<file path="src/rtl/hazard_stall_ctrl_pkg.sv">
// Shared types and constants for the pipeline hazard/stall controller.
// Control vectors give the full output set for each decision the controller can make.
package hazard_pkg;

    typedef enum logic [1:0] {
        RUN     = 2'd0,
        MC_WAIT = 2'd1,
        MC_DONE = 2'd2
    } state_e;

    localparam logic [4:0] REG_ZERO = 5'd0;

    typedef struct packed {
        logic pc_write;
        logic ifid_write;
        logic idex_write;
        logic ctrl_sel;
        logic ifid_flush;
        logic exmem_bubble;
        logic mc_busy;
    } ctrl_t;

    localparam ctrl_t CTRL_DEFAULT = '{pc_write: 1'b1, ifid_write: 1'b1, idex_write: 1'b1,
                                       ctrl_sel: 1'b0, ifid_flush: 1'b0, exmem_bubble: 1'b0,
                                       mc_busy: 1'b0};
    localparam ctrl_t CTRL_RESET   = '{pc_write: 1'b0, ifid_write: 1'b0, idex_write: 1'b0,
                                       ctrl_sel: 1'b1, ifid_flush: 1'b0, exmem_bubble: 1'b1,
                                       mc_busy: 1'b0};
    localparam ctrl_t CTRL_MC_STALL = '{pc_write: 1'b0, ifid_write: 1'b0, idex_write: 1'b0,
                                        ctrl_sel: 1'b0, ifid_flush: 1'b0, exmem_bubble: 1'b1,
                                        mc_busy: 1'b1};
    localparam ctrl_t CTRL_LOAD_USE = '{pc_write: 1'b0, ifid_write: 1'b0, idex_write: 1'b1,
                                        ctrl_sel: 1'b1, ifid_flush: 1'b0, exmem_bubble: 1'b0,
                                        mc_busy: 1'b0};
    localparam ctrl_t CTRL_BRANCH  = '{pc_write: 1'b1, ifid_write: 1'b1, idex_write: 1'b1,
                                       ctrl_sel: 1'b1, ifid_flush: 1'b1, exmem_bubble: 1'b0,
                                       mc_busy: 1'b0};

endpackage

</file>
<file path="src/rtl/hazard_stall_ctrl_if.sv">
// Hazard-unit bundle: pipeline status from ID/EX in, stall/flush controls out.
interface hazard_stall_ctrl_if #(
    parameter int unsigned REG_W = 5,
    parameter int unsigned CNT_W = 16
);
    logic [REG_W-1:0] ID_Rs;
    logic [REG_W-1:0] ID_Rt;
    logic             ID_UsesRt;
    logic             EX_MemRead;
    logic [REG_W-1:0] EX_Rt;
    logic             EX_BranchTaken;
    logic             EX_McStart;
    logic             PCWrite;
    logic             IFIDWrite;
    logic             IFIDFlush;
    logic             IDEXWrite;
    logic             CtrlSel;
    logic             EXMEMBubble;
    logic             McBusy;
    logic [CNT_W-1:0] StallCount;

    modport master (
        output ID_Rs, ID_Rt, ID_UsesRt, EX_MemRead, EX_Rt, EX_BranchTaken, EX_McStart,
        input  PCWrite, IFIDWrite, IFIDFlush, IDEXWrite, CtrlSel, EXMEMBubble, McBusy, StallCount
    );

    modport slave (
        input  ID_Rs, ID_Rt, ID_UsesRt, EX_MemRead, EX_Rt, EX_BranchTaken, EX_McStart,
        output PCWrite, IFIDWrite, IFIDFlush, IDEXWrite, CtrlSel, EXMEMBubble, McBusy, StallCount
    );
endinterface

</file>
<file path="src/rtl/hazard_stall_ctrl_mc_counter.sv">
// Loadable down-counter tracking remaining multi-cycle EX occupancy.
// o_term flags the last wait cycle (count == 1).
module mc_latency_counter #(
    parameter int unsigned CNT_W = 2
) (
    input  logic             i_clk,
    input  logic             i_rst_n,
    input  logic             i_load,
    input  logic [CNT_W-1:0] i_load_val,
    input  logic             i_dec,
    output logic             o_term
);
    logic [CNT_W-1:0] r_cnt;

    always_ff @(posedge i_clk or negedge i_rst_n) begin
        if (!i_rst_n) begin
            r_cnt <= '0;
        end else if (i_load) begin
            r_cnt <= i_load_val;
        end else if (i_dec && (r_cnt != '0)) begin
            r_cnt <= r_cnt - CNT_W'(1);
        end
    end

    assign o_term = (r_cnt == CNT_W'(1));
endmodule

</file>
<file path="src/rtl/hazard_stall_ctrl.sv">
// Hazard/stall controller: load-use stall, taken-branch flush, multi-cycle EX hold,
// plus a saturating count of PC-stalled cycles. Outputs are Mealy (zero latency).
module hazard_stall_ctrl
    import hazard_pkg::*;
#(
    parameter int unsigned REG_W  = 5,
    parameter int unsigned MC_LAT = 4,
    parameter int unsigned CNT_W  = 16
) (
    input logic          Clk,
    input logic          Reset_n,
    hazard_stall_ctrl_if.slave bus
);
    localparam int unsigned MC_W = $clog2(MC_LAT);
    localparam logic [MC_W-1:0] MC_LOAD = MC_W'(MC_LAT - 2);

    state_e           r_state;
    state_e           w_state_d;
    ctrl_t            w_ctrl;
    logic             w_load_use;
    logic             w_mc_load;
    logic             w_mc_dec;
    logic             w_mc_term;
    logic [CNT_W-1:0] r_stall_cnt;

    assign w_load_use = bus.EX_MemRead && (bus.EX_Rt != REG_W'(REG_ZERO)) &&
                        ((bus.ID_Rs == bus.EX_Rt) ||
                         (bus.ID_UsesRt && (bus.ID_Rt == bus.EX_Rt)));

    always_comb begin
        w_ctrl    = CTRL_DEFAULT;
        w_state_d = r_state;
        w_mc_load = 1'b0;
        w_mc_dec  = 1'b0;
        if (!Reset_n) begin
            w_ctrl    = CTRL_RESET;
            w_state_d = RUN;
        end else begin
            case (r_state)
                RUN: begin
                    if (bus.EX_BranchTaken) begin
                        w_ctrl = CTRL_BRANCH;
                    end else if (bus.EX_McStart) begin
                        w_ctrl    = CTRL_MC_STALL;
                        w_mc_load = 1'b1;
                        w_state_d = (MC_LAT == 2) ? MC_DONE : MC_WAIT;
                    end else if (w_load_use) begin
                        w_ctrl = CTRL_LOAD_USE;
                    end
                end
                MC_WAIT: begin
                    w_ctrl   = CTRL_MC_STALL;
                    w_mc_dec = 1'b1;
                    if (w_mc_term) w_state_d = MC_DONE;
                end
                MC_DONE: begin
                    // The finishing op is still in ID/EX, so its McStart is not a new request.
                    if (bus.EX_BranchTaken) begin
                        w_ctrl = CTRL_BRANCH;
                    end else if (w_load_use) begin
                        w_ctrl = CTRL_LOAD_USE;
                    end
                    w_state_d = RUN;
                end
                default: w_state_d = RUN;
            endcase
        end
    end

    always_ff @(posedge Clk or negedge Reset_n) begin
        if (!Reset_n) begin
            r_state <= RUN;
        end else begin
            r_state <= w_state_d;
        end
    end

    always_ff @(posedge Clk or negedge Reset_n) begin
        if (!Reset_n) begin
            r_stall_cnt <= '0;
        end else if (!w_ctrl.pc_write && (r_stall_cnt != '1)) begin
            r_stall_cnt <= r_stall_cnt + CNT_W'(1);
        end
    end

    mc_latency_counter #(
        .CNT_W (MC_W)
    ) u_mc_cnt (
        .i_clk      (Clk),
        .i_rst_n    (Reset_n),
        .i_load     (w_mc_load),
        .i_load_val (MC_LOAD),
        .i_dec      (w_mc_dec),
        .o_term     (w_mc_term)
    );

    assign bus.PCWrite     = w_ctrl.pc_write;
    assign bus.IFIDWrite   = w_ctrl.ifid_write;
    assign bus.IDEXWrite   = w_ctrl.idex_write;
    assign bus.CtrlSel     = w_ctrl.ctrl_sel;
    assign bus.IFIDFlush   = w_ctrl.ifid_flush;
    assign bus.EXMEMBubble = w_ctrl.exmem_bubble;
    assign bus.McBusy      = w_ctrl.mc_busy;
    assign bus.StallCount  = r_stall_cnt;
endmodule

</file>
<file path="src/flat_wrapper.sv">
// flat-port wrapper written by rule: the top's interface ports become plain ports
module hazard_stall_ctrl_flat import hazard_pkg::*;
#(
    parameter int unsigned REG_W  = 5,
    parameter int unsigned MC_LAT = 4,
    parameter int unsigned CNT_W  = 16
)
  (Clk, Reset_n, bus_ID_Rs, bus_ID_Rt, bus_ID_UsesRt, bus_EX_MemRead, bus_EX_Rt, bus_EX_BranchTaken, bus_EX_McStart, bus_PCWrite, bus_IFIDWrite, bus_IFIDFlush, bus_IDEXWrite, bus_CtrlSel, bus_EXMEMBubble, bus_McBusy, bus_StallCount);
  hazard_stall_ctrl_if #(.REG_W(REG_W), .CNT_W(CNT_W)) bus_i ();
  input logic Clk;
  input logic Reset_n;
  input wire logic [$bits(bus_i.ID_Rs)-1:0] bus_ID_Rs;
  input wire logic [$bits(bus_i.ID_Rt)-1:0] bus_ID_Rt;
  input wire logic [$bits(bus_i.ID_UsesRt)-1:0] bus_ID_UsesRt;
  input wire logic [$bits(bus_i.EX_MemRead)-1:0] bus_EX_MemRead;
  input wire logic [$bits(bus_i.EX_Rt)-1:0] bus_EX_Rt;
  input wire logic [$bits(bus_i.EX_BranchTaken)-1:0] bus_EX_BranchTaken;
  input wire logic [$bits(bus_i.EX_McStart)-1:0] bus_EX_McStart;
  output wire logic [$bits(bus_i.PCWrite)-1:0] bus_PCWrite;
  output wire logic [$bits(bus_i.IFIDWrite)-1:0] bus_IFIDWrite;
  output wire logic [$bits(bus_i.IFIDFlush)-1:0] bus_IFIDFlush;
  output wire logic [$bits(bus_i.IDEXWrite)-1:0] bus_IDEXWrite;
  output wire logic [$bits(bus_i.CtrlSel)-1:0] bus_CtrlSel;
  output wire logic [$bits(bus_i.EXMEMBubble)-1:0] bus_EXMEMBubble;
  output wire logic [$bits(bus_i.McBusy)-1:0] bus_McBusy;
  output wire logic [$bits(bus_i.StallCount)-1:0] bus_StallCount;
  assign bus_i.ID_Rs = bus_ID_Rs;
  assign bus_i.ID_Rt = bus_ID_Rt;
  assign bus_i.ID_UsesRt = bus_ID_UsesRt;
  assign bus_i.EX_MemRead = bus_EX_MemRead;
  assign bus_i.EX_Rt = bus_EX_Rt;
  assign bus_i.EX_BranchTaken = bus_EX_BranchTaken;
  assign bus_i.EX_McStart = bus_EX_McStart;
  assign bus_PCWrite = bus_i.PCWrite;
  assign bus_IFIDWrite = bus_i.IFIDWrite;
  assign bus_IFIDFlush = bus_i.IFIDFlush;
  assign bus_IDEXWrite = bus_i.IDEXWrite;
  assign bus_CtrlSel = bus_i.CtrlSel;
  assign bus_EXMEMBubble = bus_i.EXMEMBubble;
  assign bus_McBusy = bus_i.McBusy;
  assign bus_StallCount = bus_i.StallCount;
  hazard_stall_ctrl #(.REG_W(REG_W), .MC_LAT(MC_LAT), .CNT_W(CNT_W)) u_core (.Clk(Clk), .Reset_n(Reset_n), .bus(bus_i));
endmodule
</file>
<file path="config.mk">
export PLATFORM = sky130hd
export DESIGN_NAME = hazard_stall_ctrl_flat
export DESIGN_NICKNAME = d
export VERILOG_FILES = /design/src/rtl/hazard_stall_ctrl_pkg.sv /design/src/rtl/hazard_stall_ctrl_if.sv /design/src/rtl/hazard_stall_ctrl_mc_counter.sv /design/src/rtl/hazard_stall_ctrl.sv /design/src/flat_wrapper.sv
export SDC_FILE = /design/constraint.sdc
export NUM_CORES = 1
export LEC_CHECK = 0
export ABC_CLOCK_PERIOD_IN_PS = 2500
export CORE_MARGIN = 2
export CORE_UTILIZATION = 44
export CTS_CLUSTER_DIAMETER = 40
export CTS_CLUSTER_SIZE = 8
export DETAILED_ROUTE_END_ITERATION = 12
export GPL_ROUTABILITY_DRIVEN = 0
export MAX_ROUTING_LAYER = met4
export PLACE_DENSITY_LB_ADDON = 0.15
export SETUP_SLACK_MARGIN = 0.15
export SLEW_MARGIN = 15
export SYNTH_ARGS = -nofsm -noshare
export SYNTH_HDL_FRONTEND = slang
export SYNTH_HIERARCHICAL = 1
export SYNTH_SLANG_ARGS = --single-unit
</file>
<file path="constraint.sdc">
create_clock -name Clk -period 2.5 [get_ports Clk]
set_input_delay 0.375 -clock Clk [delete_from_list [all_inputs] [get_ports Clk]]
set_output_delay 0.375 -clock Clk [all_outputs]
set_load 0.02 [all_outputs]
</file>
Word level (Yosys, flattened, before mapping):

Index checks and enable logic that the tools add are counted.

* $add $sub $neg: 2
* muxes and demuxes: 19
* reduce and logical (&&, ||, !) cells: 12
* equal/unequal tests: 9

Operator list (number)
* 2-to-1 mux 7 bit: 5
* one-hot mux 7 bit (3 select lines): 1
* adder 16 x 1 -> 16 bit, second input constant: 1
* != test 16 bit, second input constant: 1
* 2-to-1 mux 2 bit: 6
* == test 5 bit: 2
* != test 3 bit, second input constant: 3
* 2-to-1 mux 1 bit: 6
* logical AND 1 bit: 5
* nonzero test 5 bit: 1
* == test 2 x 1 -> 1 bit, second input constant: 2
* one-hot mux 2 bit (2 select lines): 1
* nonzero test 2 bit: 2
* AND reduction 3 bit: 1
* == test 2 bit, second input constant: 1
* zero test 2 bit: 1
* subtractor 2 x 1 -> 2 bit, second input constant: 1
* zero test 1 bit: 1
* logical OR 1 bit: 1

* register bits: 20
* output and inout bits: 23
* input bits: 21
* word-level logic and storage cells: 45

Logic depth before layout (Yosys ltp):

Gate-level depths: netlist of run 1.

* word-level depth: 11
* depth in mapped cells: 8
* gate-level depth less buffers: 7

By module:

The synthesis of run 1 kept the hierarchy.

Modules (own cells, without submodules)
* hazard_stall_ctrl: instances 1, seq. area each 450.4 sq um, area each 1107.3 sq um, cells each 110
* mc_latency_counter: instances 1, seq. area each 50.0 sq um, area each 138.9 sq um, cells each 14

Worst setup path before layout of run 1:

Ideal clock, no wire load.

* kind: input port to output port
* from: input bus_EX_BranchTaken
* to: output bus_PCWrite
* stages on the path: 7
* data required time: 2.125 ns
* slack: 0.271 ns
* data arrival time: 1.854 ns
* path through: inv_1 > a21oi_1 > o21ai_0 > inv_1 > o41a_4 > buf_6 > buf_4

* word-level cells in the longest chain between the ends: 3
* elaborated cells between the ends (all ways): 4

Ends and longest elaborated chain
* from (decl): RTL line flat_wrapper.sv:17 `input wire logic [$bits(bus_i.EX_BranchTaken)-1:0] bus_EX_BranchTaken;`
* 2-to-1 mux 7 bit (on tied branches): RTL line hazard_stall_ctrl.sv:58, hazard_stall_ctrl.sv:41
* one-hot mux 7 bit (3 select lines) *: RTL line hazard_stall_ctrl.sv:39 `case (r_state)`
* 2-to-1 mux 7 bit *: RTL line hazard_stall_ctrl.sv:35 `if (!Reset_n) begin`
* to (decl): RTL line flat_wrapper.sv:19 `output wire logic [$bits(bus_i.PCWrite)-1:0] bus_PCWrite;`

Every way passes the cells marked *; elsewhere a longest branch is shown, timed or not.

Final worst setup path of run 1:

* from: input bus_EX_Rt[1]
* to: output bus_IFIDWrite

* word-level cells in the longest chain between the ends: 9
* elaborated cells between the ends (all ways): 13

Ends and longest elaborated chain
* from (decl): RTL line flat_wrapper.sv:16 `input wire logic [$bits(bus_i.EX_Rt)-1:0] bus_EX_Rt;`
* == test 5 bit: RTL line hazard_stall_ctrl.sv:28 `(bus.ID_UsesRt && (bus.ID_Rt == bus.EX_Rt)));`
* logical AND 1 bit: RTL line hazard_stall_ctrl.sv:28
* logical OR 1 bit: RTL line hazard_stall_ctrl.sv:27 `((bus.ID_Rs == bus.EX_Rt) ||`
* logical AND 1 bit *: RTL line hazard_stall_ctrl.sv:26 `assign w_load_use = bus.EX_MemRead && (bus.EX_Rt != REG_W'(REG_ZERO)) &&`
* 2-to-1 mux 7 bit *: RTL line hazard_stall_ctrl.sv:47, hazard_stall_ctrl.sv:60
* 2-to-1 mux 7 bit: RTL line hazard_stall_ctrl.sv:43 `end else if (bus.EX_McStart) begin`
* 2-to-1 mux 7 bit: RTL line hazard_stall_ctrl.sv:41 `if (bus.EX_BranchTaken) begin`
* one-hot mux 7 bit (3 select lines) *: RTL line hazard_stall_ctrl.sv:39
* 2-to-1 mux 7 bit *: RTL line hazard_stall_ctrl.sv:35
* to (decl): RTL line flat_wrapper.sv:20 `output wire logic [$bits(bus_i.IFIDWrite)-1:0] bus_IFIDWrite;`

Marks and branches as above.

==> results.md, run 1 <==
- Top Family by Delay on Critical Path: compound AO/OA/AOI/OAI gates
- NetSw: 534 µW
- TritonCTS Buffers: 3
- Design Area, Final: 0.00186 mm²
- Post-synthesis simple-gate area fraction: 28.1%
- Latest clock arrival within the worst-skew pair: 0.29 ns
- Leak: 0.784 nW
- Min-delay worst type: in -> async
- RSZ-0062 raised after global routing: true
- Die outline height: 57.2 µm
- Distinct cells, synth: 33
- Initial core utilization: 45.6%
- Synth top area cells: dfrtp_1 40%, xor2_1 15%, nor4_2 5.0%, ha_1 3.0%, nor2_1 3.0%
- Buffer count from post-CTS setup fixing: 0
- Logic gate share of total power: 48.3%
- CP required: 2.12 ns
- Drt first pass iters: 3
- Crit Path Max Fanout: 3
- Post-synth EDFFs: 0
- Top-level I/O count: 44
- Routed Antenna Nets: 0
- Final nets: 204
- Flops & latches, synth: 20
- Max-cap violations: 0
- Multiplexer area fraction after synthesis: 1.81%
- Row count: 19
- CTS max path bufs: 2
- Final period util: 92.5%
- Final WL: 2990 µm
- Pint: 804 µW
- Worst setup EP type: primary output
- Initial DRC Count: 24
- Skew final: 0.00260 ns
- H-tree depth: 1
- Status: completed
- Critical path type: in -> out
- ANT cells: 0
- Most frequent cells after synthesis: 22 x xor2_1, 20 x dfrtp_1, 10 x nor2_1
- Area post-placement: 0.00177 mm²
- Avg Synthesized Cell Area: 10.0 µm²
- Die span in x: 57.2 µm
- Adder-Cell Fraction of Synth Area: 3.01%
- Max Freq: 433 MHz
- Crit-path cells: dlygate4sd2_1, xor2_1, nor4_2, a32oi_2, o41a_4, buf_6
- Avg WL per Cell: 14.3 µm
- Yosys top cell area share: 40.2%
- Most frequent cell after synthesis: xor2_1
- Area growth syn-to-layout: 49.5%
- Buf/Inv on CP: 2
- Layout cells sized above 1: 19.7%
- Largest net degree at the start of global routing: 16
- Final worst path period need: 2.31 ns
- Remaining DRCs: 0
- Syn nets: 148
- Met2 wire length: 1460 µm
- Compound-gate portion of the synthesized area: 5.72%
- Number of fill cells: 212
- Part of the power in registers: 40.4%
- Post-Synthesis Cell Area: 0.00125 mm²
- First-pass GRT wire length: 4890 µm
- Fin Hold WS: 0.460 ns
- Worst-path clk slew: 0.11 ns
- CTS tree: yes
- Largest area contributor in the netlist: dfrtp_1
- Crit path launch type: primary input
- Vias after detailed routing: 1086
- Via/cell ratio: 5.20
- Antenna violations before repair: 0
- Post-synthesis instance total: 124
- Die ar.: 0.00327 mm²
- Slew Viols, Final: 0
- Power Dens Cells: 718 mW/mm²
- Yosys warns: 6
- Gr ovfl total: 0
- Vias in the first global route: 1091
- Worst path slowest cell: o41a_4
- Switch share: 39.9%
- FFs w/ async S/R, synth: 100%
- M1 WL: 1400 µm
- GRT Total Usage: 20.0%
- Crit-path max cell delay: 0.48 ns
- CP arrival: 1.94 ns
- Wire length on met3: 92 µm
- Port-buffer cells: 43
- Core area: 0.00273 mm²
- Clk pwr share: 11.3%
- Sink Count: 20
- Final Setup Violations: 0
- Final Hold Fails: 0
- Largest family of logic cells by synthesized area: simple AND/OR/NAND/NOR gates
- Seq/Total Area, Yosys: 40.2%
- DP HPWL: 2260 µm
- Root buffer cell: clkbuf_4
- Max Used Layer: met4
- Xor and xnor area share after synthesis: 16.9%
- Maximum vdd drop: 0.642 mV
- Synth Flop Type: dfrtp_1
[timing repair]
| item | CTS | global route |
|---|---|---|
| setup endpoints to repair | 18 | 12 |
| gates resized for setup | 30 | 10 |
| pin swaps | 3 | 4 |
| hold buffers | 0 | 0 |
[layer usage]
| layer | global-route usage, % | up-vias |
|---|---|---|
| li1 | - | 540 |
| met1 | 25.6 | 518 |
| met2 | 32.3 | 24 |
| met3 | 2.27 | 4 |
| met4 | 8.31 | 0 |
| met5 | - | - |
[power groups by stage]
stage	clock network [mW]	logic [mW]	registers [mW]
floorplan	0	0.249	0.626
global placement	0	0.622	0.540
detailed placement	0	0.635	0.547
CTS	0.158	0.641	0.541
global route	0.168	0.699	0.567
finish	0.151	0.646	0.540
[final cells by class]
class	count	area [µm²]	share of cell area [%]
multi-input cells	95	769	41.3
flip-flops and latches	20	500	26.9
clock buffers	3	22.5	1.21
inverters	6	22.5	1.21
repair buffers	54	509	27.3
well taps	31	38.8	2.08
[cell usage in the layout, fill, tap and decap left out, types with 2 or more instances in the layout]
cell	n
mux2_2	2
xor2_1	21
nor4_4	2
clkbuf_4	3
or4b_1	2
nand4_1	4
o21ai_0	2
buf_4	10
dfrtp_1	20
nand3_1	7
clkdlybuf4s50_1	30
nor2_1	9
nor2b_1	2
a21oi_1	2
buf_6	3
xnor2_1	2
nor3_1	2
dlymetal6s2s_1	2
ha_1	3
nor3b_1	2
nand2b_1	3
nand2_1	6
dlygate4sd2_1	8
inv_1	6
nor4_2	7
conb_1	2
and3_1	2
nor3_2	2
[flip-flops by register name, summed over array words and instances (netlist names)]
register / flops
u_core/bus.StallCount: 16
u_core/r_state: 2
u_core/u_mc_cnt/r_cnt: 2
[path summary, 6_finish.rpt]
check / startpoint / endpoint / slack (ns) / cells past startpoint
setup / recovery: bus_EX_Rt[1] / bus_IFIDWrite / 0.19 / 6
hold / removal: Reset_n / u_core/bus.StallCount[3]$_DFFE_PN0P_ / 0.46 / 2
setup reg to reg: u_core/bus.StallCount[0]$_DFFE_PN0P_ / u_core/bus.StallCount[5]$_DFFE_PN0P_ / 0.63 / 7
hold reg to reg: u_core/bus.StallCount[15]$_DFFE_PN0P_ / u_core/bus.StallCount[15]$_DFFE_PN0P_ / 0.50 / 1
max in group asynchronous: Reset_n / u_core/bus.StallCount[0]$_DFFE_PN0P_ / 1.85 / 2
min in group Clk: u_core/bus.StallCount[15]$_DFFE_PN0P_ / u_core/bus.StallCount[15]$_DFFE_PN0P_ / 0.50 / 1
[kinds of logic after synthesis]
family | count (synthesis)
xor gates and xnor gates | 24
AOI/OAI and AO/OA | 9
buffers and inverters | 9
muxes | 2
adders and majority gates | 3
other | 2
DFF | 20
and+or+nand+nor | 55
[metrics by stage]
step | TNS [ns] | power [mW] | worst slack (ns) | cells | util (%)
floorplan | 0 | 0.875 | 0.271 | 124 | -
global placement | -3.56 | 1.16 | -0.342 | 206 | 64.9
detailed placement | -4.61 | 1.18 | -0.388 | 206 | 64.9
CTS | 0 | 1.34 | 0.151 | 209 | 66.3
global route | 0 | 1.43 | 0.0766 | 209 | 68.1
finish | 0 | 1.34 | 0.188 | 209 | 68.1
No activity file was read; power rests on OpenSTA's default activity.
==> inputs of run 2 (changes only) <==
--- a/config.mk
+++ b/config.mk
@@ -14,7 +14,6 @@
 export GPL_ROUTABILITY_DRIVEN = 0
 export MAX_ROUTING_LAYER = met4
 export PLACE_DENSITY_LB_ADDON = 0.15
-export SETUP_SLACK_MARGIN = 0.15
 export SLEW_MARGIN = 15
 export SYNTH_ARGS = -nofsm -noshare
 export SYNTH_HDL_FRONTEND = slang
==> results.md, run 2 (synthesis gave the netlist of run 1 again) <==
- Crit-path max cell delay: 0.46 ns (-0.02 ns)
- CP required: 2.12 ns (about the same)
- TritonCTS Buffers: 3 (unchanged)
- Buffer count from post-CTS setup fixing: 0 (unchanged)
- Final Setup Violations: 0 (unchanged)
- Crit Path Max Fanout: 3 (unchanged)
- Leak: 0.777 nW (-0.91%)
- Avg WL per Cell: 14.0 µm (-2.1%)
- Skew final: 0.00272 ns (+0.000126 ns)
- Drt first pass iters: 4 (+1)
- ANT cells: 0 (unchanged)
- Clk pwr share: 11.3% (about the same)
- Post-cts hold buffer count: 0 (unchanged)
- Sink Count: 20 (unchanged)
- Part of the power in registers: 40.6% (+0.2 points)
- Min-delay worst type: in -> async
- Core area: 0.00273 mm² (unchanged)
- Port-buffer cells: 43 (unchanged)
- Final core utilization: 67.4% (-0.73 points)
- Crit-path cells: clkdlybuf4s50_1, xor2_1, nor4_2, a32oi_2, o41a_4, buf_2
- Root buffer cell: clkbuf_4
- Final nets: 204 (unchanged)
- Buf/Inv on CP: 2 (unchanged)
- Remaining DRCs: 0 (unchanged)
- Top Family by Delay on Critical Path: compound AO/OA/AOI/OAI gates
- Die ar.: 0.00327 mm² (unchanged)
- Top-level I/O count: 44 (unchanged)
- Status: completed
- CTS tree: yes
- Initial core utilization: 45.6% (unchanged)
- Max Freq: 405 MHz (-6.3%)
- Max FFs per register: 16 (unchanged)
- Final worst setup slack: 0.0329 ns (-0.155 ns)
- Final WL: 2930 µm (-2.1%)
- Final period util: 98.7% (+6.2 points)
- Largest net degree at the start of global routing: 16 (unchanged)
- Antenna violations before repair: 0 (unchanged)
- Maximum vdd drop: 0.640 mV (-0.40%)
- Latest clock arrival within the worst-skew pair: 0.29 ns (about the same)
- Switch share: 39.8% (-0.15 points)
- Commonest non-fill, non-tap cell in the layout: clkdlybuf4s50_1
- Layout cells sized above 1: 18.5% (-1.1 points)
- Pint: 800 µW (-0.47%)
- Gr ovfl total: 0 (unchanged)
- First-pass GRT wire length: 4900 µm (+0.29%)
- NetSw: 528 µW (-1.1%)
- GRT Total Usage: 20.0% (unchanged)
- Area growth syn-to-layout: 47.9%
- Final worst path period need: 2.47 ns (+0.155 ns)
- DP HPWL: 2260 µm (unchanged)
- Crit path launch type: primary input
- Logic gate share of total power: 48.1% (-0.2 points)
- Fin Hold WS: 0.461 ns (+0.00154 ns)
- Max-cap violations: 0 (unchanged)
- Final Hold Fails: 0 (unchanged)
- Initial DRC Count: 30 (+25%)
- Critical path type: in -> out
- H-tree depth: 1 (unchanged)
- Row count: 19 (unchanged)
- Via/cell ratio: 5.16 (-0.64%)
- CP arrival: 2.09 ns (+0.15 ns)
- Pre-CTS setup slack: -0.388 ns (unchanged)
- Slew Viols, Final: 0 (unchanged)
- Routed Antenna Nets: 0 (unchanged)
- Power Dens Cells: 720 mW/mm² (+0.35%)
- CTS max path bufs: 2 (unchanged)
- Die span in x: 57.2 µm (unchanged)
- Worst setup EP type: primary output
- Worst path slowest cell: o41a_4
- Vias after detailed routing: 1079 (-0.64%)
- Most frequent cells in the layout: 36 x clkdlybuf4s50_1, 22 x xor2_1, 20 x dfrtp_1
- Die outline height: 57.2 µm (unchanged)
- Worst-path clk slew: 0.11 ns (about the same)
- Vias in the first global route: 1097 (+0.55%)
[run 2: path summary, 6_finish.rpt]
path	cells after the start	endpoint	startpoint	slack (ns)
max	6	bus_IFIDWrite	bus_ID_Rt[3]	0.03
min	2	u_core/r_state[1]$_DFFE_PN0P_	Reset_n	0.46
max reg2reg	8	u_core/bus.StallCount[0]$_DFFE_PN0P_	u_core/bus.StallCount[0]$_DFFE_PN0P_	0.63
min reg2reg	1	u_core/bus.StallCount[15]$_DFFE_PN0P_	u_core/bus.StallCount[15]$_DFFE_PN0P_	0.51
max in group asynchronous	2	u_core/bus.StallCount[13]$_DFFE_PN0P_	Reset_n	1.86
min in group Clk	1	u_core/bus.StallCount[15]$_DFFE_PN0P_	u_core/bus.StallCount[15]$_DFFE_PN0P_	0.51
[run 2: final cells by class]
| class | count | area [µm²] |
|---|---|---|
| clock buffer | 3 | 22.5 |
| fill | 217 | 891 |
| inverter | 6 | 22.5 |
| multi-input combinational | 95 | 748 |
| sequential | 20 | 500 |
| tap | 31 | 38.8 |
| timing repair buffer | 54 | 510 |
[run 2: per-stage QoR]
| stage | TNS [ns] | total power, mW | std cells | instance area, µm² |
|---|---|---|---|---|
| floorplan | 0 | 0.875 | 124 | 1250 |
| global placement | -3.56 | 1.16 | 206 | 1770 |
| detailed placement | -4.61 | 1.18 | 206 | 1770 |
| CTS | 0 | 1.33 | 209 | 1780 |
| global route | -0.0681 | 1.43 | 209 | 1840 |
| finish | 0 | 1.33 | 209 | 1840 |
[run 2: worst register-to-register path, cell delays in order (launching register included)]
cell and delay, ns:
dfrtp_1 0.43, ha_1 0.21, nand4_1 0.14, or3_1 0.36
nor2_1 0.14, buf_4 0.16, nor2_2 0.04, buf_4 0.14
xor2_1 0.13
[run 2: power by group through the flow]
stage / Combinational (mW) / Clock (mW) / Sequential [mW]
5_1_grt: 0.690 / 0.171 / 0.566
3_3_place_gp: 0.622 / 0 / 0.540
2_1_floorplan: 0.249 / 0 / 0.626
4_1_cts: 0.634 / 0.158 / 0.541
6_report: 0.638 / 0.151 / 0.539
3_5_place_dp: 0.635 / 0 / 0.547
[run 2: routing by layer]
metal	track usage, %	part of all wire [%]	up-vias
li1	-	-	541
met2	32.7	49	24
met4	8.31	1.3	0
met5	-	0	-
met1	25.3	46	510
met3	2.27	3.5	4
[run 2: timing repair]
item | 4_1_cts | 5_1_grt
pin swaps | 1 | 2
setup endpoints to repair | 3 | 9
gates resized for setup | 13 | 16
==> inputs of run 3 (changes only) <==
--- a/config.mk
+++ b/config.mk
@@ -14,6 +14,7 @@
 export GPL_ROUTABILITY_DRIVEN = 0
 export MAX_ROUTING_LAYER = met4
 export PLACE_DENSITY_LB_ADDON = 0.15
+export SKIP_CTS_REPAIR_TIMING = 1
 export SLEW_MARGIN = 15
 export SYNTH_ARGS = -nofsm -noshare
 export SYNTH_HDL_FRONTEND = slang
==> results.md, run 3 (synthesis gave the netlist of run 1 again) <==
- Die ar.: 0.00327 mm² (unchanged)
- Crit-path cells: clkdlybuf4s50_1, xor2_1, nor3_1, a32oi_2, o41a_4, clkbuf_2
- Final WL: 2940 µm (+0.41%)
- Placed cell count: 206 (unchanged)
- Post-route insts no fill: 209 (unchanged)
- First-pass GRT wire length: 4890 µm (-0.14%)
- Number of fill cells: 213 (-1.8%)
- Power Dens Cells: 719 mW/mm² (-0.22%)
- Routed Antenna Nets: 0 (unchanged)
- Buf/Inv on CP: 2 (unchanged)
- Final Setup Violations: 0 (unchanged)
- Worst r2r src: u_core/bus.StallCount[0]$_DFFE_PN0P_
- Top-level I/O count: 44 (unchanged)
- Top Family by Delay on Critical Path: buffers and inverters
- Final worst path period need: 2.45 ns (-0.0184 ns)
- Max FFs per register: 16 (unchanged)
- Setup crit start: bus_EX_Rt[2]
- Area growth syn-to-layout: 49.1%
- Crit Path Max Fanout: 3 (unchanged)
- Initial DRC Count: 27 (-10%)
- Latest clock arrival within the worst-skew pair: 0.29 ns (about the same)
- Worst reg2reg path depth: 7 (-1)
- Area post-placement: 0.00177 mm² (unchanged)
- Min-delay worst type: in -> async
- Worst path slowest cell: o41a_4
- Design Area, Final: 0.00186 mm² (+0.81%)
- Slew Viols, Final: 0 (unchanged)
- Max-cap violations: 0 (unchanged)
- Status: completed
- RSZ-0062 raised after global routing: false
- Most frequent cells in the layout: 35 x clkdlybuf4s50_1, 22 x xor2_1, 20 x dfrtp_1
- CTS tree: yes
- Vias after detailed routing: 1088 (+0.83%)
- DP HPWL: 2260 µm (unchanged)
- Worst-path clk slew: 0.11 ns (about the same)
- TritonCTS Buffers: 3 (unchanged)
- Final Hold Fails: 0 (unchanged)
- Worst setup EP type: primary output
- Multi-input gate area: 757 µm² (+1.2%)
- Register area: 500 µm² (unchanged)
- ANT cells: 0 (unchanged)
- CP required: 2.12 ns (about the same)
- Root buffer cell: clkbuf_4
- Critical path type: in -> out
- Crit path launch type: primary input
- Port-buffer cells: 43 (unchanged)
- H-tree depth: 1 (unchanged)
- Remaining DRCs: 0 (unchanged)
- Gr ovfl total: 0 (unchanged)
- Row count: 19 (unchanged)
- Via/cell ratio: 5.21 (+0.83%)
- Final period util: 97.9% (-0.74 points)
- Sink Count: 20 (unchanged)
- Fin Hold WS: 0.460 ns (-0.000856 ns)
- Fin Setup TNS: 0 ns (unchanged)
- CTS max path bufs: 2 (unchanged)
- Antenna violations before repair: 0 (unchanged)
- Leak: 0.791 nW (+1.8%)
- Die span in x: 57.2 µm (unchanged)
- Critical Path End: bus_IFIDWrite
- Initial core utilization: 45.6% (unchanged)
- Crit-path max cell delay: 0.51 ns (+0.05 ns)
- Avg WL per Cell: 14.1 µm (+0.41%)
- Core area: 0.00273 mm² (unchanged)
- Final nets: 204 (unchanged)
- Vias in the first global route: 1096 (-0.091%)
- Pwr Total: 1.34 mW (+0.60%)
- Largest net degree at the start of global routing: 16 (unchanged)
- Max Freq: 408 MHz (+0.75%)
- GRT Total Usage: 20.0% (-0.049 points)
- Reg-to-Reg End: u_core/bus.StallCount[5]$_DFFE_PN0P_
- Layout cells sized above 1: 18.5% (unchanged)
- CP Depth: 6 (unchanged)
- Drt first pass iters: 4 (unchanged)
- Flop2flop setup slack: 0.63 ns (about the same)
- Skew final: 0.00201 ns (-0.000718 ns)
- CP arrival: 2.07 ns (-0.02 ns)
- Die outline height: 57.2 µm (unchanged)
- Maximum vdd drop: 0.635 mV (-0.73%)
- Commonest non-fill, non-tap cell in the layout: clkdlybuf4s50_1
==> run 3: cell types whose count changed in the layout (fill, tap and decap cells not counted) <==
cell             delta
clkdlybuf4s50_1     -1
buf_2               -1
buf_6               +1
nor4b_2             -1
buf_4               -1
clkbuf_2            +1
dlymetal6s2s_1      +1
nor4b_4             +1
==> run 3: power breakdown <==
part           switching [mW]  total, mW  leakage, nW  internal [mW]
clock                  0.0948      0.151       0.0138         0.0561
sequential              0.116      0.540        0.236          0.424
combinational           0.321      0.644        0.541          0.324
==> run 3: metal layers <==
| layer | wire, µm | up-vias | track usage, % |
|---|---|---|---|
| met5 | 0 | - | - |
| met4 | 57 | 0 | 8.31 |
| met3 | 102 | 6 | 2.27 |
| met2 | 1430 | 26 | 32.7 |
| met1 | 1340 | 515 | 25.1 |
| li1 | - | 541 | - |
==> run 3: final cells by class <==
| type | instances | share of cell area (%) |
|---|---|---|
| inverters | 6 | 1.21 |
| clock buffers | 3 | 1.21 |
| multi-input cells | 95 | 40.7 |
| repair buffers | 54 | 27.8 |
| well taps | 31 | 2.09 |
| flip-flops and latches | 20 | 26.9 |
==> run 3: worst min path at each step <==
stage	to	start	cells after the start	slack, ns
2_1_floorplan	u_core/bus.StallCount[0]$_DFFE_PN0P_	Reset_n	0	0.08
3_3_place_gp	u_core/bus.StallCount[15]$_DFFE_PN0P_	u_core/bus.StallCount[15]$_DFFE_PN0P_	1	0.48
3_5_place_dp	u_core/bus.StallCount[15]$_DFFE_PN0P_	u_core/bus.StallCount[15]$_DFFE_PN0P_	1	0.49
4_1_cts	u_core/r_state[0]$_DFFE_PN0P_	Reset_n	2	0.47
5_1_grt	u_core/bus.StallCount[4]$_DFFE_PN0P_	Reset_n	2	0.46
6_report	u_core/r_state[1]$_DFFE_PN0P_	Reset_n	2	0.46
==> run 3: metrics by stage <==
stage	utilization, %	setup WS (ns)
4_1_cts	65.7	-0.384
6_report	68.0	0.0513
5_1_grt	68.0	0.00799
2_1_floorplan	-	0.271
3_5_place_dp	64.9	-0.388
3_3_place_gp	64.9	-0.342
